===== src/rtl/alu_serial_ctrl.sv =====
// Bit-serial sequencer for a 1-bit ALU slice: walks operands LSB to MSB, ripples
// the carry through a register, and runs a second LESS pass for set-less-than.
module alu_serial_ctrl #(
  parameter int WIDTH = 32
) (
  input  logic             clk_i,
  input  logic             rst_i,
  input  logic             start_i,
  input  logic [WIDTH-1:0] src1_i,
  input  logic [WIDTH-1:0] src2_i,
  input  logic [3:0]       ctrl_i,
  output logic             slice_src1_o,
  output logic             slice_src2_o,
  output logic             slice_less_o,
  output logic             slice_A_invert_o,
  output logic             slice_B_invert_o,
  output logic             slice_cin_o,
  output logic [1:0]       slice_operation_o,
  input  logic             slice_result_i,
  input  logic             slice_cout_i,
  output logic             busy_o,
  output logic             done_o,
  output logic [WIDTH-1:0] result_o,
  output logic             zero_o,
  output logic             cout_o,
  output logic             overflow_o
);

  localparam int CW = (WIDTH > 1) ? $clog2(WIDTH) : 1;
  localparam logic [CW-1:0] LAST_BIT = CW'(WIDTH - 1);

  typedef enum logic [1:0] {
    S_IDLE,
    S_PASS1,
    S_PASS2,
    S_DONE
  } state_t;

  typedef enum logic [2:0] {
    OP_AND,
    OP_OR,
    OP_ADD,
    OP_SUB,
    OP_SLT,
    OP_NOR
  } op_t;

  localparam logic [1:0] SL_AND  = 2'b00;
  localparam logic [1:0] SL_OR   = 2'b01;
  localparam logic [1:0] SL_ADD  = 2'b10;
  localparam logic [1:0] SL_LESS = 2'b11;

  // Unlisted control codes fall back to AND.
  function automatic op_t decode_op(input logic [3:0] code);
    op_t op;
    case (code)
      4'b0001: op = OP_OR;
      4'b0010: op = OP_ADD;
      4'b0110: op = OP_SUB;
      4'b0111: op = OP_SLT;
      4'b1100: op = OP_NOR;
      default: op = OP_AND;
    endcase
    return op;
  endfunction

  state_t           state_q, state_d;
  op_t              op_q;
  logic [WIDTH-1:0] a_q, b_q;
  logic [WIDTH-1:0] shift_q;
  logic [WIDTH-1:0] result_d;
  logic [CW-1:0]    cnt_q;
  logic             carry_q;
  logic             set_q;

  logic accept;
  logic in_pass;
  logic last_bit;
  logic arith;
  logic msb_ovf;

  assign accept   = (state_q == S_IDLE) && start_i;
  assign in_pass  = (state_q == S_PASS1) || (state_q == S_PASS2);
  assign last_bit = (cnt_q == LAST_BIT);
  assign arith    = (op_q == OP_ADD) || (op_q == OP_SUB) || (op_q == OP_SLT);
  assign msb_ovf  = slice_cin_o ^ slice_cout_i;
  assign result_d = {slice_result_i, shift_q[WIDTH-1:1]};

  // NOTE: every output of this block gets a default before the case so no path
  // leaves a signal unassigned; otherwise synthesis infers latches.
  always_comb begin
    state_d           = state_q;
    slice_src1_o      = 1'b0;
    slice_src2_o      = 1'b0;
    slice_less_o      = 1'b0;
    slice_A_invert_o  = 1'b0;
    slice_B_invert_o  = 1'b0;
    slice_cin_o       = 1'b0;
    slice_operation_o = SL_AND;

    case (state_q)
      S_IDLE: begin
        if (start_i) state_d = S_PASS1;
      end

      S_PASS1: begin
        slice_src1_o = a_q[cnt_q];
        slice_src2_o = b_q[cnt_q];
        case (op_q)
          OP_OR:  slice_operation_o = SL_OR;
          OP_ADD: slice_operation_o = SL_ADD;
          OP_SUB, OP_SLT: begin
            slice_operation_o = SL_ADD;
            slice_B_invert_o  = 1'b1;
          end
          OP_NOR: begin
            slice_operation_o = SL_AND;
            slice_A_invert_o  = 1'b1;
            slice_B_invert_o  = 1'b1;
          end
          default: slice_operation_o = SL_AND;
        endcase
        // Bit 0 seeds the two's-complement +1 for subtraction; later bits ripple.
        if (cnt_q == '0) slice_cin_o = (op_q == OP_SUB) || (op_q == OP_SLT);
        else             slice_cin_o = carry_q;
        if (last_bit) state_d = (op_q == OP_SLT) ? S_PASS2 : S_DONE;
      end

      S_PASS2: begin
        slice_src1_o      = a_q[cnt_q];
        slice_src2_o      = b_q[cnt_q];
        slice_operation_o = SL_LESS;
        slice_less_o      = (cnt_q == '0) ? set_q : 1'b0;
        if (last_bit) state_d = S_DONE;
      end

      S_DONE: state_d = S_IDLE;

      default: state_d = S_IDLE;
    endcase
  end

  // NOTE: clocked state uses non-blocking assignments so every flop samples the
  // pre-edge values of the others, independent of statement order.
  always_ff @(posedge clk_i or negedge rst_i) begin
    if (!rst_i) state_q <= S_IDLE;
    else        state_q <= state_d;
  end

  always_ff @(posedge clk_i or negedge rst_i) begin
    if (!rst_i) begin
      op_q    <= OP_AND;
      a_q     <= '0;
      b_q     <= '0;
      shift_q <= '0;
      cnt_q   <= '0;
      carry_q <= 1'b0;
      set_q   <= 1'b0;
    end else if (accept) begin
      op_q    <= decode_op(ctrl_i);
      a_q     <= src1_i;
      b_q     <= src2_i;
      cnt_q   <= '0;
      carry_q <= 1'b0;
    end else if (in_pass) begin
      shift_q <= result_d;
      cnt_q   <= last_bit ? '0 : cnt_q + 1'b1;
      if (state_q == S_PASS1) begin
        carry_q <= slice_cout_i;
        if (last_bit) set_q <= slice_result_i ^ msb_ovf;
      end
    end
  end

  always_ff @(posedge clk_i or negedge rst_i) begin
    if (!rst_i) begin
      busy_o     <= 1'b0;
      done_o     <= 1'b0;
      result_o   <= '0;
      zero_o     <= 1'b0;
      cout_o     <= 1'b0;
      overflow_o <= 1'b0;
    end else begin
      busy_o <= (state_d == S_PASS1) || (state_d == S_PASS2);
      done_o <= (state_d == S_DONE);
      // Flags come from the MSB of the arithmetic pass, even when SLT continues.
      if ((state_q == S_PASS1) && last_bit) begin
        cout_o     <= arith & slice_cout_i;
        overflow_o <= arith & msb_ovf;
      end
      if (in_pass && last_bit && (state_d == S_DONE)) begin
        result_o <= result_d;
        zero_o   <= (result_d == '0);
      end
    end
  end

endmodule


===== config.mk =====
export PLATFORM = sky130hd
export DESIGN_NAME = alu_serial_ctrl
export DESIGN_NICKNAME = d
export VERILOG_FILES = /design/src/rtl/alu_serial_ctrl.sv
export SDC_FILE = /design/constraint.sdc
export NUM_CORES = 1
export LEC_CHECK = 0
export CAP_MARGIN = 10
export CORE_AREA = 2 2 168 104
export DETAILED_ROUTE_END_ITERATION = 6
export DIE_AREA = 0 0 170 106
export HOLD_SLACK_MARGIN = 0.03
export PLACE_DENSITY = 0.66
export SYNTH_ARGS = -nofsm -noshare
export SYNTH_HDL_FRONTEND = slang
export SYNTH_SLANG_ARGS = --single-unit

===== constraint.sdc =====
create_clock -name clk_i -period 4.8 [get_ports clk_i]
set_clock_uncertainty 0.2 [all_clocks]
set_input_delay 0.96 -clock clk_i [delete_from_list [all_inputs] [get_ports clk_i]]
set_output_delay 0.96 -clock clk_i [all_outputs]
set_load 0.03 [all_outputs]

==> reports/qor.csv <==
metric,value,unit
slew_violations,0,
final_nets,865,
dpl.hpwl,10.96,mm
regToRegEndpoint,result_o[11]$_DFFE_PN0P_,
design.core.area,16670,um2
cp_slowest_cell,clkdlybuf4s50_1,
tns,0,ns
route.layer.met1.wl,8.563,mm
crit_type,flop to output port,
hold_class,flop to flop,
rr_startpoint,cnt_q[2]$_DFFE_PN0P_,
finalPower,0.004655,W
htree_num_levels,4,
clk_path_buf_depth,2,
whs,0.2744,ns
setup_viol,0,
slew_headroom,29.85,%
r2r_slack,1.30,ns
cts.clk_slew.worst_paths,0.06,ns
p_per_area,550.6,nW/um2
antenna_found_initial,0,
period_minus_slack,4.139,ns
place_congestion,0.8060,
end_kind,output port,
cp.arrival,2.98,ns
ios,118,
synth_area_leaders,"dfrtp_1, nand2_1, mux2_1, mux2i_1, ha_1",
post-cts-setup-buffers,0,
ys_types,44,
period_share,86.23,%
grt_overflow,0,
cts_tree,built,
rsz0062_at_grt,false,
synth_top_area_cell,dfrtp_1,
holdCritStartpoint,a_q[8]$_DFFE_PN0P_,
drt-total-wl,15.57,mm
wl_met3,647,um
worst_pin_slew,1.052,ns
fillers,1552,
worst_path_largest_cell_delay,0.68,ns
diodes,0,
crit_required,3.64,ns
synth_nets,752,
hold_depth,2,
synthArstFlopShare,100.0,%
peakVddDrop,0.0002463,V
syn_area,6490,um2
synth.avg_cell_area,9.701,um2
start_kind,flop,
postRouteAntennaNets,0,
cts_hold_buffers,0,
wire_per_inst,15.44,um
drive_gt1_share,6.675,%
grt_pass1_vias,4633,
grt_start_max_net_pins,96,
initial_core_util,38.94,%
syn_to_final_growth,30.27,%
reg2reg_depth,9,
synthCells,669,
status,completed,
drcViolationCount,0,
min_to,a_q[8]$_DFFE_PN0P_,
gr-usage-all-layers,17.89,%
vias,4913,
grt_pass1_wl,25.03,mm
clock_latency,0.41,ns
cts_sinks,144,
yosysWarnings,0,
fmax,0.2416,GHz
synth.yosys.seq_area_share,55.52,%
highest_layer,met4,
die_area,18020,um2
synth_edf_count,0,
maxCapViolations,0,
die_y,106,um
ys.flop_type,dfrtp_1,
critical_path.max_fanout,15,
crit_chain,"inv_1, ha_1, or3b_1, a21oi_1, nand4_1, nand4_1, clkdlybuf4s50_1",
avgViaCountPerCell,4.874,
synth_top_area_share,55.52,%
fp-row-count,37,
crit_path_frequent_cell,nand4_1,
setup_ws,0.6609,ns
drt_pass1_iterations,4,
die_w,170,um
p_leak,4.135,nW
route.met2.wl,6.282,mm
cts_buffers,17,
dr.first_iter.drc_count,247,
hold_viol_final,0,
port_buffers,117,
place_ws,1.099,ns
cts_resized,0,
synth_seq_cells,144,
clock-root-buffer,clkbuf_16,
routing by layer:
layer	vias to the layer above	GRT usage, %
met3	6	4.244
met1	2357	29.00
met2	94	23.50
met5	-	0
li1	2456	-
met4	0	4.274
critical path, delay by kind of cell, from the launching register on:
kind	cells	cell delay, ns
flops	1	0.38
fa+ha+maj	1	0.58
buf+inv	2	0.78
simple gates	3	0.68
compound gates	1	0.15
synth_stat cells (all sizes together) (4+ instances only):
cell / number
a31oi: 6
nand3b: 6
a21oi: 9
and2: 4
clkbuf: 25
mux2: 40
nor2: 12
a22oi: 5
o21ai: 10
nor4: 8
dfrtp: 144
inv: 7
mux2i: 36
nand4: 8
nand2: 284
ha: 10
nor2b: 6
nand3: 11
buf: 8
final cells by class:
type	instances	area, um2	share of cell area [%]
clock buffer	17	425.4	5.032
clock inverter	14	158.9	1.880
inverter	7	26.28	0.3108
multi-input combinational	485	2725	32.23
sequential	144	3603	42.62
tap	214	267.8	3.167
timing repair buffer	127	1247	14.76
registers in the layout, summed over array words and instances (netlist names):
name and flops:
set_q 1, busy_o 1, cout_o 1, a_q 32, zero_o 1, overflow_o 1
op_q 3, state_q 2, cnt_q 5, result_o 32, carry_q 1, shift_q 31
done_o 1, b_q 32
through the flow:
stage | cells | cell area [um2] | util (%)
6_report | 1008 | 8454 | 50.73
5_1_grt | 1008 | 8454 | 50.73
4_1_cts | 1008 | 8454 | 50.73
3_5_place_dp | 977 | 7870 | 47.22
3_3_place_gp | 977 | 7870 | 47.22
2_1_floorplan | 669 | 6490 | -
power by group:
group / total, W / switching [W] / internal [W]
Combinational: 0.00139 / 0.000809 / 0.000581
Sequential: 0.00194 / 0.000341 / 0.00160
Clock: 0.00132 / 0.000549 / 0.000773
Total: 0.00466 / 0.00170 / 0.00296
placed cells by master (no fill, tap or decap), types with 2 or more instances in the layout:
cell             Yosys  layout
inv_6                0       4
nand2b_1             2       2
clkinv_4             0       2
nand3b_1             6       6
a31oi_1              6       6
and3_1               3       3
or3b_1               3       3
mux2_2               6       6
mux2_1              34      34
nor2_1              12      12
clkdlybuf4s50_1      0     116
nand4_1              8       8
o21a_1               2       2
nor3b_1              2       2
nor3_1               3       3
mux2i_1             36      36
a22oi_1              5       5
o21ai_1              3       3
nand2_1            284     283
clkinvlp_4           0       4
dfrtp_1            144     144
and2_1               4       3
nor4_1               8       8
nand3_1             11      11
bufinv_16            0       2
ha_1                10      10
o21ai_0              7       7
clkbuf_16            0      17
nor2b_1              6       6
a21oi_1              9       9
a21boi_0             2       2
buf_4                0      10
inv_1                6       6
worst max path at each step:
stage                    to  slack [ns]  depth (start not counted)                 start
6_report       slice_src1_o        0.66                          7  state_q[1]$_DFF_PN0_
5_1_grt        slice_src1_o        0.47                          7  state_q[1]$_DFF_PN0_
4_1_cts        slice_src1_o        0.66                          7  state_q[1]$_DFF_PN0_
3_5_place_dp   slice_src1_o        1.10                          7  state_q[1]$_DFF_PN0_
3_3_place_gp   slice_src2_o        1.16                          7  state_q[1]$_DFF_PN0_
2_1_floorplan   slice_cin_o        1.80                          7  cnt_q[0]$_DFFE_PN0P_
cells by family after synthesis:
family,Yosys count,synth area share (%)
AND/OR/NAND/NOR,355,23.15
flip-flops,144,55.52
multiplexers,76,12.49
AO/OA/AOI/OAI,44,4.357
buffers and inverters,40,2.545
adder cells (fa/ha/maj),10,1.928
(Power assumes the default switching activity.)
